<file path="config.mk">
export PLATFORM = sky130hd
export DESIGN_NAME = universal_shift_reg
export DESIGN_NICKNAME = d
export VERILOG_FILES = /design/src/rtl/universal_shift_reg.sv
export SDC_FILE = /design/constraint.sdc
export NUM_CORES = 1
export LEC_CHECK = 0
export BUFFER_PORTS_ARGS = -buffer_cell sky130_fd_sc_hd__buf_2
export CORE_MARGIN = 8
export CORE_UTILIZATION = 35
export CTS_CLUSTER_SIZE = 20
export DETAILED_ROUTE_END_ITERATION = 8
export GPL_TIMING_DRIVEN = 1
export MAX_ROUTING_LAYER = met4
export REMOVE_ABC_BUFFERS = 1
export SLEW_MARGIN = 0
export SYNTH_ARGS = -nofsm -noshare
export SYNTH_HDL_FRONTEND = slang
export SYNTH_SLANG_ARGS = --single-unit
</file>
<file path="constraint.sdc">
create_clock -name Clk -period 1.4 [get_ports Clk]
set_input_delay 0.42 -clock Clk [delete_from_list [all_inputs] [get_ports Clk]]
set_output_delay 0.42 -clock Clk [all_outputs]
set_load 0.02 [all_outputs]
</file>
<file path="src/rtl/universal_shift_reg.sv">
// rtl/universal_shift_reg.sv - WIDTH-bit universal shift register with automatic LSB-first serial transfer
module universal_shift_reg #(
  parameter int WIDTH = 8
) (
  input  logic             Clk,
  input  logic             Rst,
  input  logic [1:0]       Mode,
  input  logic             SerInR,
  input  logic             SerInL,
  input  logic [WIDTH-1:0] D,
  input  logic             Start,
  output logic [WIDTH-1:0] Q,
  output logic             SerOut,
  output logic             Busy,
  output logic             Done
);

  localparam int CNT_W = $clog2(WIDTH + 1);

  localparam logic [0:0] IDLE = 1'b0;
  localparam logic [0:0] XFER = 1'b1;

  localparam logic [1:0] MODE_HOLD  = 2'b00;
  localparam logic [1:0] MODE_RIGHT = 2'b01;
  localparam logic [1:0] MODE_LEFT  = 2'b10;
  localparam logic [1:0] MODE_LOAD  = 2'b11;

  logic [0:0]       state_q, state_d;
  logic [WIDTH-1:0] q_q, q_d;
  logic [CNT_W-1:0] cnt_q, cnt_d;
  logic             busy_q, busy_d;
  logic             done_q, done_d;

  // Next-state logic: Start wins over Mode in IDLE; XFER shifts right until the counter empties
  always_comb begin
    state_d = state_q;
    q_d     = q_q;
    cnt_d   = cnt_q;
    busy_d  = busy_q;
    done_d  = 1'b0;
    case (state_q)
      IDLE: begin
        busy_d = 1'b0;
        if (Start) begin
          // Accepting edge only arms the transfer; the first shift is on the next edge
          state_d = XFER;
          cnt_d   = CNT_W'(WIDTH);
          busy_d  = 1'b1;
        end else begin
          case (Mode)
            MODE_HOLD:  q_d = q_q;
            MODE_RIGHT: q_d = {SerInR, q_q[WIDTH-1:1]};
            MODE_LEFT:  q_d = {q_q[WIDTH-2:0], SerInL};
            MODE_LOAD:  q_d = D;
            default:    q_d = q_q;
          endcase
        end
      end
      XFER: begin
        q_d   = {SerInR, q_q[WIDTH-1:1]};
        cnt_d = cnt_q - CNT_W'(1);
        if (cnt_q == CNT_W'(1)) begin
          state_d = IDLE;
          busy_d  = 1'b0;
          done_d  = 1'b1;
        end
      end
      default: begin
        state_d = IDLE;
        busy_d  = 1'b0;
      end
    endcase
  end

  // State registers with synchronous active-high reset taking priority over everything
  always_ff @(posedge Clk) begin
    if (Rst) begin
      state_q <= IDLE;
      q_q     <= '0;
      cnt_q   <= '0;
      busy_q  <= 1'b0;
      done_q  <= 1'b0;
    end else begin
      state_q <= state_d;
      q_q     <= q_d;
      cnt_q   <= cnt_d;
      busy_q  <= busy_d;
      done_q  <= done_d;
    end
  end

  assign Q      = q_q;
  assign SerOut = q_q[0];
  assign Busy   = busy_q;
  assign Done   = done_q;

endmodule

</file>
==> results.txt, run 1 <==
----------------------------------------------------
[Final layout]
  Most common cell after layout, fill and taps aside ... sky130_fd_sc_hd__buf_2
  Layout cells sized above 1 ... 41.58%
  Antenna diode instance count ... 0
  Leading cell types in the layout, fill and taps excluded ... sky130_fd_sc_hd__buf_2 (25), sky130_fd_sc_hd__dfxtp_1 (15), sky130_fd_sc_hd__mux2i_1 (9), sky130_fd_sc_hd__mux2_2 (8), sky130_fd_sc_hd__o2bb2ai_1 (8)
  Final standard cell utilization of the core ... 44.18%
  Post-Layout Cell Count ... 129
  Net count of the finished layout ... 119
  Layout filler cell count ... 230
  Area growth syn-to-layout ... 22.17%

[Synthesis]
  Leading register cell type out of synthesis ... sky130_fd_sc_hd__dfxtp_1
  Fraction of the yosys area taken by sequential cells ... 38.28%
  Top cells by area, synth ... sky130_fd_sc_hd__dfxtp_1 (38%), sky130_fd_sc_hd__mux2i_1 (11%), sky130_fd_sc_hd__mux2_2 (11%), sky130_fd_sc_hd__o2bb2ai_1 (8.9%), sky130_fd_sc_hd__ha_1 (3.2%)
  Number of storage elements in the synthesis netlist ... 15
  Cell count after synthesis ... 74
  Synth async-reset ratio ... 0%
  Number of unique standard cell types used by synthesis ... 24
  Yosys warning count ... 0
  Post-synth design cell area ... 784.5 sq um
  Cell taking the most area after synthesis ... sky130_fd_sc_hd__dfxtp_1
  Mean post-synth cell area ... 10.60 sq um
  Count of flip-flops with a built-in enable after synthesis ... 0
  Area fraction of the dominant cell type after synthesis ... 38.28%

[Placement]
  Worst slack at placement ... 26.25 ps
  Instance count after placement with tap cells included ... 125
  Port Buf Inserts ... 25
  HPWL after detailed placement ... 1334 um
  GP Congestion ... 0.7218

[Timing]
  RSZ-0062 raised after global routing ... no
  Final Cycle Share ... 92.23%
  Minimum hold slack ... 407.8 ps
  Count of final hold-check violations ... 0
  Setup-failing EPs final ... 0
  Maximum clock frequency ... 774.5 MHz
  Worst relative slew slack ... 77.07%
  Count of pins over their slew limit ... 0
  Clock Skews ... 7.360 ps
  Slew at the pin with the worst max-slew slack ... 343.3 ps
  Final setup TNS ... 0 ps
  Final Critical Period ... 1291 ps
  Worst Setup Slack, final ... 108.8 ps

[Power and ir drop]
  VDD IR-drop max ... 498.0 uV
  Combinational Power Share ... 21.1%
  Leak ... 0.4234 nW
  Switching power total ... 264.9 uW
  Power density over the cells ... 963.9 nW/um^2
  Seq pwr share ... 52.4%
  Int Pwr ... 659.0 uW
  Clock Power Share ... 26.4%
  Switch share ... 28.67%

[Min path]
  Worst hold path class ... input port to flop

[Global route]
  Wire length of the first global-routing pass ... 2925 um
  Global route total overflow ... 0
  Total GRT Usage ... 9.152%
  Number of global-route vias before repair ... 664
  Number of antenna violations at the first check in global routing ... 0
  Pin count of the biggest net entering global routing ... 10

[Floorplanning]
  Total I/O pin count ... 26
  Number of standard-cell rows in the floorplan ... 17
  Starting density of the core ... 36.16%
  Core area ... 2170 sq um
  Die ar. ... 4013 sq um
  DIE WIDTH ... 63.35 um
  Die height ... 63.35 um

[Job]
  Number of violations of the max-capacitance limit ... 0

[Clock tree]
  Cts repair resizes ... 0
  Clock tree sinks ... 15
  CTS H-tree lvls ... 1
  Worst skew pair latency ... 280 ps
  TritonCTS clock tree ... built
  Buffers inserted by post-CTS timing repair ... 0
  Root Buffer Master ... sky130_fd_sc_hd__clkbuf_4
  Number of buffers inserted for hold repair after clock tree synthesis ... 0
  CTS Buffer Depth ... 2
  Number of buffers inserted during clock tree synthesis ... 3
  Clock-pin slew of the registers on the worst-case setup and hold paths ... 90 ps

[Setup path]
  Cell family with the largest share of critical-path delay ... flip-flops
  Startpoint types ... flop
  Critical setup path kind ... flop to primary output
  Endpoint class of the critical path ... primary output
  Critical-path maximum fanout ... 4
  Critical path's largest stage delay ... 400 ps
  CP bufs+invs ... 1
  Worst Path Required ... 980 ps
  Critical path data arrival time ... 870 ps
  List of cells traversed by the critical path ... buf_2
  Cell with the biggest individual delay on the critical path ... sky130_fd_sc_hd__dfxtp_1

[Routing]
  Number of DRC markers after the initial detailed-route iteration ... 20
  Vias per inst ... 5.054
  Router iterations before antenna repair ... 4
  Number of nets with antenna violations after routing ... 0
  Drt drc ... 0
  Via count ... 652
  Post-Route WL ... 1720 um
  Routed length per placed instance ... 13.33 um

[Status]
  Outcome ... finished, final reports clean

----------------------------------------------------
[registers in the layout (all words and copies together), names as in the netlist]
register and flops:
Done 1, Q 8, state_q 1, cnt_q 4, Busy 1
[worst register-to-register path: cells and delay by family (launching register included)]
kind            cells  cell delay, ps
compound gates      1              60
fa+ha+maj           1             170
flops               1             430
simple gates        2             470
[through the flow]
stage / power, mW / area (sq um)
6_report: 0.9238 / 958.4
5_1_grt: 0.9957 / 958.4
4_1_cts: 0.9460 / 958.4
3_5_place_dp: 0.6919 / 930.9
3_3_place_gp: 0.6879 / 930.9
2_1_floorplan: 0.6154 / 748.2
[power groups by stage]
stage	logic (mW)	registers [mW]	clock network [mW]
6_report	0.195	0.484	0.244
5_1_grt	0.217	0.490	0.289
4_1_cts	0.199	0.484	0.263
3_5_place_dp	0.198	0.493	0
3_3_place_gp	0.196	0.492	0
2_1_floorplan	0.105	0.510	0
[worst paths after layout]
kind	from	endpoint	slack, ps	cells past startpoint
worst max-delay path	Q[1]	Q[1]	110	1
worst min-delay path	SerInR	Q[7]	410	3
worst max register to register	cnt_q[0]	Busy	160	4
worst min register to register	cnt_q[3]	cnt_q[3]	490	2
[synth_stat cells, types with 3 or more instances]
library cell and instances:
sky130_fd_sc_hd__o2bb2ai_1 8, sky130_fd_sc_hd__dfxtp_1 15, sky130_fd_sc_hd__mux2i_1 9, sky130_fd_sc_hd__nor2_1 4, sky130_fd_sc_hd__a21oi_1 3, sky130_fd_sc_hd__inv_1 3
sky130_fd_sc_hd__mux2_2 8
[metal layers]
layer | global-route usage (%) | part of all wire [%] | up-vias | wire length, um
li1 | - | - | 328 | -
met2 | 15.08 | 47 | 24 | 806
met1 | 9.340 | 42 | 300 | 729
met5 | - | 0 | - | 0
met3 | 4.770 | 11 | 0 | 184
met4 | 2.507 | 0 | 0 | 0
[final cells by class]
class | count | area (sq um) | share of cell area, %
tap | 28 | 35.03 | 3.655
inverter | 3 | 11.26 | 1.175
clock inverter | 1 | 5.005 | 0.5222
clock buffer | 3 | 22.52 | 2.350
sequential | 15 | 300.3 | 31.33
timing repair buffer | 28 | 147.6 | 15.40
multi-input combinational | 51 | 436.7 | 45.56
[cells by family after synthesis]
group / count (synthesis) / synth area share (%)
AO/OA/AOI/OAI: 18 / 18.50
buffers and inverters: 8 / 6.060
multiplexers: 17 / 22.97
flip-flops: 15 / 38.28
AND/OR/NAND/NOR: 14 / 11.01
adder cells (fa/ha/maj): 2 / 3.189
(Power assumes the default switching activity.)
==> run 2, diff against run 1 <==
--- a/config.mk
+++ b/config.mk
@@ -10,6 +10,7 @@
 export CORE_UTILIZATION = 35
 export CTS_CLUSTER_SIZE = 20
 export DETAILED_ROUTE_END_ITERATION = 8
+export GPL_ROUTABILITY_DRIVEN = 0
 export GPL_TIMING_DRIVEN = 1
 export MAX_ROUTING_LAYER = met4
 export REMOVE_ABC_BUFFERS = 1
==> constraint.sdc (replaced) <==
create_clock -name Clk -period 1.4 [get_ports Clk]
set_input_delay 0.21 -clock Clk [delete_from_list [all_inputs] [get_ports Clk]]
set_output_delay 0.21 -clock Clk [all_outputs]
set_load 0.02 [all_outputs]
==> results.txt, run 2 (synthesis gave the netlist of run 1 again) <==
----------------------------------------------------
[Routing]
  Post-Route WL ... 1637 um
  Via count ... 624
  Routed length per placed instance ... 12.79 um
  Vias per inst ... 4.875
  Number of DRC markers after the initial detailed-route iteration ... 8
  Drt drc ... 0
  Number of nets with antenna violations after routing ... 0
  Router iterations before antenna repair ... 4

[Setup path]
  Critical setup path kind ... flop to flop
  Endpoint class of the critical path ... flop
  Worst Path Required ... 1610 ps
  Critical-path maximum fanout ... 9
  Startpoint types ... flop
  Start of the worst register-to-register path ... state_q
  Critical path data arrival time ... 1470 ps
  Launch point of the critical path ... state_q
  R2R cell count ... 3
  Worst reg2reg setup slack ... 140 ps

[Final layout]
  Area growth syn-to-layout ... 21.05%
  Number of flip-flops under the largest register name ... 8
  Leading cell types in the layout, fill and taps excluded ... sky130_fd_sc_hd__buf_2 (25), sky130_fd_sc_hd__dfxtp_1 (15), sky130_fd_sc_hd__mux2i_1 (9), sky130_fd_sc_hd__mux2_2 (8), sky130_fd_sc_hd__o2bb2ai_1 (8)
  Net count of the finished layout ... 118
  Layout filler cell count ... 242
  Layout cells sized above 1 ... 40.00%
  Antenna diode instance count ... 0
  Most common cell after layout, fill and taps aside ... sky130_fd_sc_hd__buf_2

[Floorplanning]
  DIE WIDTH ... 63.35 um
  Number of standard-cell rows in the floorplan ... 17
  Die height ... 63.35 um
  Total I/O pin count ... 26
  Starting density of the core ... 36.16%
  Core area ... 2170 sq um
  Die ar. ... 4013 sq um

[Global route]
  Number of antenna violations at the first check in global routing ... 0
  Pin count of the biggest net entering global routing ... 10
  Global route total overflow ... 0
  Wire length of the first global-routing pass ... 2980 um
  Total GRT Usage ... 9.266%
  Number of global-route vias before repair ... 688

[Power and ir drop]
  Seq pwr share ... 52.9%
  Switch share ... 27.68%
  Clock Power Share ... 26.0%
  Power density over the cells ... 962.5 nW/um^2
  Leak ... 0.4156 nW
  Combinational Power Share ... 21.1%
  Switching power total ... 253.0 uW
  VDD IR-drop max ... 557.5 uV
  Int Pwr ... 661.0 uW

[Timing]
  Clock Skews ... 3.616 ps
  Count of pins over their slew limit ... 0
  Count of final hold-check violations ... 0
  Final Critical Period ... 1262 ps
  Final Cycle Share ... 90.15%
  Setup-failing EPs final ... 0
  Slew at the pin with the worst max-slew slack ... 352.9 ps
  Maximum clock frequency ... 792.4 MHz
  Worst Setup Slack, final ... 138.0 ps
  Minimum hold slack ... 224.8 ps
  Worst relative slew slack ... 76.46%
  RSZ-0062 raised after global routing ... no

[Clock tree]
  TritonCTS clock tree ... built
  Clock-pin slew of the registers on the worst-case setup and hold paths ... 90 ps
  CTS H-tree lvls ... 1
  Worst skew pair latency ... 270 ps
  Buffers inserted by post-CTS timing repair ... 0
  Number of buffers inserted during clock tree synthesis ... 3
  Cts repair resizes ... 0
  CTS Buffer Depth ... 2
  Root Buffer Master ... sky130_fd_sc_hd__clkbuf_4
  Clock tree sinks ... 15
  Number of buffers inserted for hold repair after clock tree synthesis ... 0

[Min path]
  Min-delay src ... Start
  Hold Path Stages ... 3
  Worst hold path class ... input port to flop

[Placement]
  Port Buf Inserts ... 25
  Worst slack at placement ... 149.0 ps
  HPWL after detailed placement ... 1304 um

[Status]
  Outcome ... finished, final reports clean

[Job]
  Number of violations of the max-capacitance limit ... 0

----------------------------------------------------
==> run 2: cell types whose count changed in the layout (fill, tap and decap cells not counted), sizes merged <==
cell    change
buf         -1
clkbuf      +1
clkinv      -1
==> run 2: critical path: stages (launching register included) <==
cell	delay [ps]
sky130_fd_sc_hd__dfxtp_1	530
sky130_fd_sc_hd__nor2_1	160
sky130_fd_sc_hd__or3_1	360
sky130_fd_sc_hd__a21oi_1	140
==> run 2: final timing paths <==
kind / to
setup / recovery: cnt_q[3]
setup reg to reg: cnt_q[3]
hold reg to reg: Busy
hold / removal: Busy
==> run 2: final cells by class <==
| cell class | instances | area (sq um) | area share, % |
|---|---|---|---|
| sequential | 15 | 300.3 | 31.62 |
| timing repair buffer | 27 | 140.1 | 14.76 |
| inverter | 3 | 11.26 | 1.186 |
| clock buffer | 4 | 26.28 | 2.767 |
| multi-input combinational | 51 | 436.7 | 45.98 |
| tap | 28 | 35.03 | 3.689 |
==> run 2: stage by stage <==
step | cells | TNS [ps] | utilization (%) | instance area (sq um) | total power [mW]
floorplan | 69 | -472.9 | - | 748.2 | 0.6154
global placement | 124 | 0 | 42.56 | 923.4 | 0.6860
detailed placement | 124 | 0 | 42.56 | 923.4 | 0.6902
CTS | 128 | 0 | 43.77 | 949.7 | 0.9342
global route | 128 | 0 | 43.77 | 949.7 | 0.9964
finish | 128 | 0 | 43.77 | 949.7 | 0.9140
==> run 2: power by group through the flow <==
stage	Combinational (mW)	Sequential, mW	Clock (mW)
after global placement	0.193	0.493	0
after CTS	0.197	0.484	0.253
after global routing	0.216	0.490	0.290
final	0.193	0.483	0.238
after detailed placement	0.197	0.493	0
after floorplan	0.105	0.510	0
==> run 2: metal layers <==
layer  GRT usage, %  wire length [um]
met4          5.014                10
met1          9.654               745
met5              -                 0
met3          4.240               128
met2          14.32               752
==> run 3, diff against run 2 <==
--- a/config.mk
+++ b/config.mk
@@ -6,6 +6,7 @@
 export NUM_CORES = 1
 export LEC_CHECK = 0
 export BUFFER_PORTS_ARGS = -buffer_cell sky130_fd_sc_hd__buf_2
+export CORE_ASPECT_RATIO = 1.2
 export CORE_MARGIN = 8
 export CORE_UTILIZATION = 35
 export CTS_CLUSTER_SIZE = 20
==> results.txt, run 3 (synthesis gave the netlist of run 1 again) <==
----------------------------------------------------
[Clock tree]
  Number of buffers inserted during clock tree synthesis ... 3
  Clock tree sinks ... 15
  Number of buffers inserted for hold repair after clock tree synthesis ... 0
  Clock-pin slew of the registers on the worst-case setup and hold paths ... 80 ps
  CTS H-tree lvls ... 1
  Worst skew pair latency ... 270 ps
  CTS Buffer Depth ... 2
  TritonCTS clock tree ... built
  Root Buffer Master ... sky130_fd_sc_hd__clkbuf_4

[Timing]
  Final Critical Period ... 1198 ps
  Worst relative slew slack ... 76.05%
  Slew at the pin with the worst max-slew slack ... 359.0 ps
  Count of pins over their slew limit ... 0
  Clock Skews ... 5.236 ps
  Worst Setup Slack, final ... 202.3 ps
  Count of final hold-check violations ... 0
  Final setup TNS ... 0 ps
  Setup-failing EPs final ... 0
  Maximum clock frequency ... 834.9 MHz
  Final Cycle Share ... 85.55%
  RSZ-0062 raised after global routing ... no

[Setup path]
  Worst Path Required ... 1570 ps
  Critical setup path kind ... flop to flop
  Endpoint class of the critical path ... flop
  Critical path data arrival time ... 1370 ps
  Startpoint types ... flop
  R2R cell count ... 4
  Start of the worst register-to-register path ... cnt_q[0]
  Capture instance of the worst register-to-register path ... Busy
  Worst reg2reg setup slack ... 200 ps
  Launch point of the critical path ... cnt_q[0]
  Critical-path maximum fanout ... 5

[Floorplanning]
  Starting density of the core ... 35.48%
  Core area ... 2211 sq um
  Die ar. ... 4019 sq um
  Die height ... 67.86 um
  Number of standard-cell rows in the floorplan ... 19
  DIE WIDTH ... 59.22 um
  Total I/O pin count ... 26

[Final layout]
  Area growth syn-to-layout ... 21.69%
  Antenna diode instance count ... 0
  Layout cells sized above 1 ... 41.00%
  Post-layout instance area ... 954.7 sq um
  Number of flip-flops under the largest register name ... 8
  Most common cell after layout, fill and taps aside ... sky130_fd_sc_hd__buf_2
  Final standard cell utilization of the core ... 43.18%
  Net count of the finished layout ... 118
  Leading cell types in the layout, fill and taps excluded ... sky130_fd_sc_hd__buf_2 (25), sky130_fd_sc_hd__dfxtp_1 (14), sky130_fd_sc_hd__mux2i_1 (9), sky130_fd_sc_hd__mux2_2 (8), sky130_fd_sc_hd__o2bb2ai_1 (8)

[Power and ir drop]
  Switch share ... 27.52%
  Combinational Power Share ... 21.1%
  Switching power total ... 251.0 uW
  Total power of the final layout ... 912.2 uW
  Power density over the cells ... 955.6 nW/um^2
  Seq pwr share ... 53.1%
  Leak ... 0.4158 nW
  Int Pwr ... 661.2 uW
  Clock Power Share ... 25.8%
  VDD IR-drop max ... 719.4 uV

[Routing]
  Router iterations before antenna repair ... 4
  Post-Route WL ... 1630 um
  Number of DRC markers after the initial detailed-route iteration ... 9
  Number of nets with antenna violations after routing ... 0
  Drt drc ... 0
  Vias per inst ... 4.908
  Via count ... 643
  Routed length per placed instance ... 12.44 um

[Min path]
  Worst hold path class ... input port to flop
  Hold Path Stages ... 3
  Min-delay src ... Start
  Hold Path End ... Busy

[Placement]
  Instance area at placement ... 927.1 sq um
  Port Buf Inserts ... 25
  Worst slack at placement ... 135.2 ps
  HPWL after detailed placement ... 1321 um

[Job]
  Number of violations of the max-capacitance limit ... 0

[Global route]
  Number of global-route vias before repair ... 645
  Pin count of the biggest net entering global routing ... 14
  Total GRT Usage ... 8.597%
  Wire length of the first global-routing pass ... 2642 um
  Number of antenna violations at the first check in global routing ... 0
  Global route total overflow ... 0

[Status]
  Outcome ... finished, final reports clean

----------------------------------------------------
run 3: power groups by stage:
stage | combinational, mW | clock, mW | sequential, mW
2_1_floorplan | 0.105 | 0 | 0.510
3_3_place_gp | 0.193 | 0 | 0.493
3_5_place_dp | 0.196 | 0 | 0.495
4_1_cts | 0.196 | 0.254 | 0.485
5_1_grt | 0.211 | 0.269 | 0.489
6_report | 0.192 | 0.236 | 0.484
run 3: area by class of cell:
type / count / area [sq um]
fill: 234 / 1256
multi-input combinational: 51 / 436.7
tap: 31 / 38.79
clock buffer: 4 / 26.28
inverter: 3 / 11.26
sequential: 15 / 301.5
timing repair buffer: 27 / 140.1
run 3: how the worst max path moves through the flow:
stage,slack (ps),to
2_1_floorplan,-60,Q[0]
3_3_place_gp,180,cnt_q[3]
3_5_place_dp,140,cnt_q[3]
4_1_cts,90,cnt_q[3]
5_1_grt,140,Busy
6_report,200,Busy
run 3: per-stage QoR:
stage | instances | hold WS [ps]
after floorplan | 69 | 279.1
after global placement | 127 | 475.9
after detailed placement | 127 | 474.6
after CTS | 131 | 195.8
after global routing | 131 | 219.0
final | 131 | 208.0
run 3: critical path: stages, from the launching register on:
cell and delay (ps):
sky130_fd_sc_hd__dfxtp_1 420, sky130_fd_sc_hd__ha_1 160, sky130_fd_sc_hd__nor3b_1 300, sky130_fd_sc_hd__nand3b_1 160, sky130_fd_sc_hd__a21oi_1 60
run 3: repair_timing:
action	4_1_cts	5_1_grt
endpoints found under the setup margin	0	1
buffers inserted	0	0
gates resized for setup	0	1
run 3: metal layers:
metal	vias to the layer above	share of wire, %	GRT usage (%)
li1	326	-	-
met1	301	42	8.497
met2	16	49	14.86
met3	0	8.7	3.195
met4	0	0	3.593
met5	-	0	-
